$ cat config.mk
export PLATFORM = sky130hd
export DESIGN_NAME = mem_arb
export DESIGN_NICKNAME = d
export VERILOG_FILES = /design/src/rtl/npc_mem_pkg.sv /design/src/rtl/mem_arb_rr_arb2.sv /design/src/rtl/mem_arb.sv
export SDC_FILE = /design/constraint.sdc
export NUM_CORES = 1
export LEC_CHECK = 0
export ABC_AREA = 1
export BUFFER_PORTS_ARGS = -buffer_cell sky130_fd_sc_hd__buf_4
export CELL_PAD_IN_SITES_DETAIL_PLACEMENT = 0
export CELL_PAD_IN_SITES_GLOBAL_PLACEMENT = 1
export CORE_AREA = 2 2 212 214
export CTS_CLUSTER_DIAMETER = 60
export DETAILED_ROUTE_END_ITERATION = 10
export DIE_AREA = 0 0 214 216
export GPL_TIMING_DRIVEN = 1
export HOLD_SLACK_MARGIN = 0.03
export PLACE_DENSITY_LB_ADDON = 0.1
export SYNTH_ARGS = -nofsm -noshare
export SYNTH_HDL_FRONTEND = slang
export SYNTH_HIERARCHICAL = 1
export SYNTH_SLANG_ARGS = --single-unit
$ cat constraint.sdc
create_clock -name clk -period 2.48 [get_ports clk]
set_clock_uncertainty 0.1 [all_clocks]
set_input_delay 0 -clock clk [delete_from_list [all_inputs] [get_ports clk]]
set_output_delay 0 -clock clk [all_outputs]
set_load 0.05 [all_outputs]
$ cat src/rtl/npc_mem_pkg.sv
// Shared types for the fetch/LSU memory arbiter: FSM states, owner tags, bus widths.
// Latency: none (types and constants only).
// Backpressure: none (types and constants only).
package npc_mem_pkg;

  localparam int MEM_AW = 64;
  localparam int MEM_DW = 64;

  // Transaction phases: waiting for a requester, presenting to memory, awaiting data.
  typedef enum logic [1:0] {
    IDLE  = 2'd0,
    ISSUE = 2'd1,
    WAIT  = 2'd2
  } state_e;

  // Which requester owns the single outstanding transaction.
  typedef enum logic {
    OWN_IF  = 1'b0,
    OWN_LSU = 1'b1
  } owner_e;

endpackage

$ cat src/rtl/mem_arb_rr_arb2.sv
// Two-way round-robin pick between instruction fetch and LSU, with last-grant memory.
// Latency: grants are combinational from the requests; last-grant updates on the next edge.
// Backpressure: grants only while en=1; last-grant moves only when a grant is actually issued.
module rr_arb2
  import npc_mem_pkg::*;
(
  input  logic clk,
  input  logic reset,
  input  logic en,
  input  logic req_if,
  input  logic req_lsu,
  output logic gnt_if,
  output logic gnt_lsu
);

  owner_e last_q;
  owner_e last_d;
  logic   pick_if;

  // Pick the requester not granted last; a lone requester always wins.
  always_comb begin
    pick_if = req_if & (~req_lsu | (last_q == OWN_LSU));
    gnt_if  = en & pick_if;
    gnt_lsu = en & req_lsu & ~pick_if;
    last_d  = last_q;
    if (gnt_if) begin
      last_d = OWN_IF;
    end else if (gnt_lsu) begin
      last_d = OWN_LSU;
    end
  end

  // Last-grant register; reset to LSU so fetch wins the first tie.
  always_ff @(posedge clk) begin
    if (reset) begin
      last_q <= OWN_LSU;
    end else begin
      last_q <= last_d;
    end
  end

endmodule

$ cat src/rtl/mem_arb.sv
// Arbitrates fetch and LSU requests onto one memory port, one transaction in flight.
// Latency: accept at N, mem_req_valid at N+1, response same cycle as mem_resp_valid in WAIT.
// Backpressure: requesters see ready only in IDLE; ISSUE holds fields until mem_req_ready.
module mem_arb
  import npc_mem_pkg::*;
#(
  parameter int AW = MEM_AW,
  parameter int DW = MEM_DW
) (
  input  logic              clk,
  input  logic              reset,

  input  logic              if_req_valid,
  input  logic [AW-1:0]     if_req_addr,
  output logic              if_req_ready,
  output logic              if_resp_valid,
  output logic [DW-1:0]     if_resp_data,

  input  logic              lsu_req_valid,
  output logic              lsu_req_ready,
  input  logic              lsu_req_we,
  input  logic [AW-1:0]     lsu_req_addr,
  input  logic [DW-1:0]     lsu_req_wdata,
  input  logic [DW/8-1:0]   lsu_req_wmask,
  output logic              lsu_resp_valid,
  output logic [DW-1:0]     lsu_resp_data,

  output logic              mem_req_valid,
  input  logic              mem_req_ready,
  output logic              mem_req_we,
  output logic [AW-1:0]     mem_req_addr,
  output logic [DW-1:0]     mem_req_wdata,
  output logic [DW/8-1:0]   mem_req_wmask,
  input  logic              mem_resp_valid,
  input  logic [DW-1:0]     mem_resp_data
);

  typedef struct packed {
    logic              we;
    logic [AW-1:0]     addr;
    logic [DW-1:0]     wdata;
    logic [DW/8-1:0]   wmask;
  } req_t;

  state_e state_q, state_d;
  owner_e owner_q, owner_d;
  req_t   req_q,   req_d;

  logic   arb_en;
  logic   gnt_if;
  logic   gnt_lsu;
  logic   resp_hit;

  // Arbitration is only offered in IDLE and never while reset is held.
  assign arb_en = (state_q == IDLE) && !reset;

  rr_arb2 u_rr (
    .clk     (clk),
    .reset   (reset),
    .en      (arb_en),
    .req_if  (if_req_valid),
    .req_lsu (lsu_req_valid),
    .gnt_if  (gnt_if),
    .gnt_lsu (gnt_lsu)
  );

  // Next-state, owner and request latch; fetch is a plain read with no byte enables.
  always_comb begin
    state_d = state_q;
    owner_d = owner_q;
    req_d   = req_q;
    case (state_q)
      IDLE: begin
        if (gnt_if) begin
          state_d     = ISSUE;
          owner_d     = OWN_IF;
          req_d.we    = 1'b0;
          req_d.addr  = if_req_addr;
          req_d.wdata = '0;
          req_d.wmask = '0;
        end else if (gnt_lsu) begin
          state_d     = ISSUE;
          owner_d     = OWN_LSU;
          req_d.we    = lsu_req_we;
          req_d.addr  = lsu_req_addr;
          req_d.wdata = lsu_req_wdata;
          req_d.wmask = lsu_req_wmask;
        end
      end
      ISSUE: begin
        if (mem_req_ready) begin
          state_d = WAIT;
        end
      end
      WAIT: begin
        if (mem_resp_valid) begin
          state_d = IDLE;
        end
      end
      default: begin
        state_d = IDLE;
      end
    endcase
  end

  // State registers; reset abandons any in-flight transaction.
  always_ff @(posedge clk) begin
    if (reset) begin
      state_q <= IDLE;
      owner_q <= OWN_IF;
      req_q   <= '0;
    end else begin
      state_q <= state_d;
      owner_q <= owner_d;
      req_q   <= req_d;
    end
  end

  // Handshake and response outputs; everything is forced low while reset is held.
  always_comb begin
    resp_hit       = !reset && (state_q == WAIT) && mem_resp_valid;
    if_req_ready   = gnt_if;
    lsu_req_ready  = gnt_lsu;
    mem_req_valid  = !reset && (state_q == ISSUE);
    if_resp_valid  = resp_hit && (owner_q == OWN_IF);
    lsu_resp_valid = resp_hit && (owner_q == OWN_LSU);
    if_resp_data   = if_resp_valid  ? mem_resp_data : '0;
    lsu_resp_data  = lsu_resp_valid ? mem_resp_data : '0;
    mem_req_we     = req_q.we;
    mem_req_addr   = req_q.addr;
    mem_req_wdata  = req_q.wdata;
    mem_req_wmask  = req_q.wmask;
  end

endmodule

* After elaboration in Yosys (flattened, before gate mapping)
Cells that the tools add are included.
** Word-level totals
- Register bits :: 141
- Bits in latches :: 0
- Memory bits (writable) :: 0
- Memory bits (read-only) :: 0
- Bits of input ports :: 271
- Output and inout port bits :: 270
- Word-level logic and storage cells :: 42
- Memories kept :: 0
** Operators by class
- Add/subtract/negate cells :: 0
- $mul :: 0
- Divide/modulo/power cells :: 0
- Magnitude comparators :: 0
- Equal/unequal tests :: 5
- Shifts and indexed selects :: 0
- Muxes and demuxes :: 11
- Bitwise gates (word level) :: 8
- Reduce and logical (&&, ||, !) cells :: 11
** Operator list (count)
- 2-to-1 mux 137 bit :: 2
- 2-to-1 mux 64 bit :: 2
- 2-to-1 mux 2 bit :: 4
- logical AND 1 bit :: 6
- case mux 2 bit (3 select lines) :: 1
- AND 1 bit :: 4
- inequality test 2 bit (second input constant) :: 2
- inequality test 3 bit (second input constant) :: 1
- NOT 1 bit :: 3
- AND reduction 3 bit :: 1
- equality test 2 x 1 -> 1 bit (second input constant) :: 1
- equality test 2 bit (second input constant) :: 1
- zero test 2 bit :: 1
- 2-to-1 mux 1 bit :: 2
- AND reduction 2 bit :: 1
- nonzero test 2 bit :: 1
- zero test 1 bit :: 1
- OR 1 bit :: 1

* Logic depth before layout (Yosys ltp)
- Word-level depth :: 8
- Depth in mapped cells :: 13

* Hierarchy
Netlist, hierarchy kept.
** By module, submodules not included
- mem_arb :: times used 1, cells each 1324, area each 7537.2 um^2, seq. area each 2802.7 um^2
- rr_arb2 :: times used 1, cells each 11, area each 67.6 um^2, seq. area each 20.0 um^2

* Worst setup path after synthesis
Ideal clock, no wire load.
- Path kind :: register to register
- Start :: reg state_q[0]
- End :: reg req_q, in the netlist mem_req_wdata[0]
- Library setup time :: 70 ps
- Arrival time :: 2308 ps
- Data required time :: 2310 ps
- Path slack :: 1 ps
- Stages on the path, launching flop included :: 10
- Path buffers :: 2
- Period minus slack after synthesis :: 2479 ps
- Cells stage by stage :: dfxtp_1 > nor3_1 > nand2_1 > a21oi_1 > inv_1 > nand2_1 > buf_2 > buf_2 > nand3_1 > a21oi_1
** On the way
- Cells in the longest elaborated chain, start to end :: 6
- Elaborated cells on any way between the ends :: 8
- Classes of those cells :: mux: 1; bitwise: 3; reduce/logical: 4
** RTL lines
- from (decl) :: RTL line mem_arb.sv:45 : state_e state_q, state_d;
- from (signal assigned) :: RTL line mem_arb.sv:113 : state_q <= state_d;
- zero test 2 bit :: RTL line mem_arb.sv:55 : assign arb_en = (state_q == IDLE) && !reset;
- logical AND 1 bit :: RTL line mem_arb.sv:55
- net arb_en :: RTL line mem_arb.sv:49 : logic arb_en;
- AND 1 bit (2 in series) :: RTL line mem_arb_rr_arb2.sv:24 : gnt_lsu = en & req_lsu & ~pick_if;
- net lsu_req_ready :: RTL line mem_arb.sv:20 : output logic lsu_req_ready,
- nonzero test 2 bit (no source line)
- AND reduction 2 bit (no source line)
- to (signal assigned) :: RTL line mem_arb.sv:115 : req_q <= req_d;
- to (decl) :: RTL line mem_arb.sv:47 : req_t req_q, req_d;
The timed path passes the listed nets, and every way through them passes these cells.
A chain may end at the register's enable or synchronous reset.

* Final worst setup path
- Start :: reg state_q[1]
- End :: out if_req_ready
** On the way
- Cells in the longest elaborated chain, start to end :: 3
** RTL lines
- zero test 2 bit :: RTL line mem_arb.sv:55
- logical AND 1 bit :: RTL line mem_arb.sv:55
- net arb_en :: RTL line mem_arb.sv:49
- AND 1 bit :: RTL line mem_arb_rr_arb2.sv:23 : gnt_if = en & pick_if;
- to (decl) :: RTL line mem_arb.sv:15 : output logic if_req_ready,
The timed path passes the listed nets, and every way through them passes these cells.

==> run metrics <==
Routability Congestion 0.8965; Pre-antenna DRT Iters 5; Final Hold Fails 0; reg-to-reg endpoint mem_req_wdata[58]; sequential share of power 31.4%; Site Rows 77; synthesized flop and latch total about 140; static leakage about 8.1 nW; DP HPWL around 28,000 microns; pin count of the biggest net entering global routing around 140; synth warn 6; clk sinks approximately 140; element type at the critical path end output port; final setup vio count 0; Seq. cell area between 2000 and 3000 sq um; starting density of the core ~17%; htree depth 4; R2R Setup Slk roughly 0.29 ns; RSZ-0062 raised after global routing false; crit start category flop; worst hold path type in -> out; reg2reg start state_q[1]; Via-to-Cell Ratio between 3 and 4; outcome finished, final reports clean; total CTS buffers 17; post-synthesis average cell area approximately 5.7 sq um; Nets approximately 2,300; max_cap viols 0; CTS resizes 0; drt initial violations approximately 420; Layout area overhead 95.89%; Fillers roughly 4,800; drt total wl 39,680 microns; vias in the first global route roughly 9,900; fraction of layout cells with a size suffix above 1 between 20% and 30%; DIE HEIGHT between 200 and 250 microns; Worst slew margin between 30% and 40%; Min-Delay Endpoint lsu_resp_data[17]; ANT nets after route 0; core box area ~44,000 sq um; net switching power figure between 3 and 4 mW; via count about 10,000; register area share after synthesis about 37%; count of pins over their slew limit 0; Netlist cell types 17; Clock Tree Root clkbuf_16; IO Port Bufs 540; syn_nets between 1,500 and 2,000; part of the cycle the worst path needs ~94%; Gate power share 35.0%; maximum clock frequency between 400 and 500 MHz; Worst VDD drop approximately 0.42 mV; post-DR wirelength/cell approximately 15 microns; Final Critical Period between 2 and 2.5 ns; Sw Share a little under two fifths; Post-DP Area between 10,000 and 15,000 sq um; post-CTS setup buffer count 0; Die Span X 214 microns; Min Hold Slack 0.2840 ns; GR Overflow Total 0; worst hold stages 4; Clock power frac between 30 and 40%; kind of critical path reg -> out; Multi-input gate area 3587 sq um; first-pass GRT wire length 59,950 microns; worst path arrival time between 2 and 2.5 ns; Setup TNS 0 ns; commonest cells after routing, fill and taps aside 547 x buf_4, 402 x nand2_1, 331 x nor2_1; register clock-pin slew on the reported worst setup and hold paths 0.06 ns; crit path max fanout 138; Netlist Area Pre-Place around 7600 sq um; Worst Hold Launch mem_resp_data[17]; clk_lat worst skew ~0.42 ns; Design Area, Final between 10,000 and 15,000 sq um; Pint approximately 5.2 mW; Total GRT Usage 16.52%; cells on worst reg2reg path 9; CTS tree yes; initial antenna violation count 2; Synth Instances about 1,300; IO Pins 541; worst-margin pin slew between 0.9 and 1 ns; drt drc 0; Tot Pwr between 8 and 9 mW; Worst EP required roughly 2.4 ns; clk buf depth 2; commonest non-fill, non-tap cell in the layout buf_4; DIE AREA roughly 46,000 sq um; PwrDens roughly 560 nW/um^2
[per-stage QoR]
stage	utilization, %	setup WS (ns)	instances
floorplan	-	0.001438	1335
global placement	27.81	0.3432	2391
detailed placement	27.81	0.2586	2391
CTS	33.98	0.1173	2630
global route	33.98	0.01357	2631
finish	33.98	0.1553	2631
[layer usage]
layer / up-vias / routed length [microns] / global-route usage [%]
met5: - / 13 / 0
met4: 2 / 438 / 3.287
met3: 27 / 2494 / 4.567
met2: 295 / 18480 / 27.08
met1: 4507 / 18250 / 21.67
li1: 5271 / - / -
[synth_stat cells]
cell type / instances / area share (%)
nor3_1: 1 / 0.066
nand3_2: 1 / 0.13
a21oi_1: 76 / 5.0
buf_2: 60 / 3.9
nand3_1: 74 / 4.9
nand3b_1: 1 / 0.099
inv_2: 2 / 0.099
buf_4: 3 / 0.30
nand2_1: 403 / 20
inv_1: 209 / 10
dfxtp_1: 141 / 37
buf_1: 2 / 0.099
nor2_2: 2 / 0.16
nand4_1: 2 / 0.16
clkbuf_1: 25 / 1.2
nand2_2: 2 / 0.16
nor2_1: 331 / 16
[worst max-delay path, stage by stage (launching register included)]
cell	delay, ns
dfxtp_1	0.35
nor3_1	0.31
nand3_2	0.16
inv_4	0.09
buf_12	0.40
buf_4	0.32
[final cells by class]
class,instances,share of cell area [%]
Antenna cell,1,0.01680
Clock inverter,13,1.193
Tap cell,592,4.972
Sequential cell,141,18.95
Multi-Input combinational cell,893,24.08
Clock buffer,19,3.040
Inverter,211,5.333
Timing Repair Buffer,761,42.42
[kinds of logic after synthesis]
logic type	synth area share, %
and+or+nand+nor	41.89
AOI/OAI and AO/OA	5.002
DFF	37.12
buffers and inverters	15.99
[power by group through the flow]
stage               sequential, mW  clock (mW)  combinational [mW]
floorplan                     3.37           0               0.888
global placement              2.65           0                2.65
detailed placement            2.65           0                2.65
CTS                           2.60        2.92                2.94
global route                  2.62        2.99                3.15
finish                        2.60        2.78                2.90
[timing repair]
| action | 4_1_cts | 5_1_grt |
|---|---|---|
| hold endpoints to repair | 141 | 0 |
| hold buffers | 207 | 0 |
| setup endpoints to repair | 0 | 0 |
[worst max path at each step]
stage,endpoint,depth (start not counted),slack (ns),start
after floorplan,mem_req_wdata[0],9,0.001,state_q[0]
after global placement,mem_req_addr[26],10,0.34,state_q[1]
after detailed placement,mem_req_addr[19],10,0.26,state_q[1]
after CTS,if_req_ready,5,0.12,state_q[1]
after global routing,if_req_ready,5,0.01,state_q[1]
final,if_req_ready,5,0.16,state_q[1]
[sequential cells by signal, indices dropped and copies added (netlist names)]
name,count
u_rr/last_q,1
mem_req_addr,64
owner_q,1
state_q,2
mem_req_wdata,64
mem_req_we,1
mem_req_wmask,8
Power figures use the tool's default switching activity.
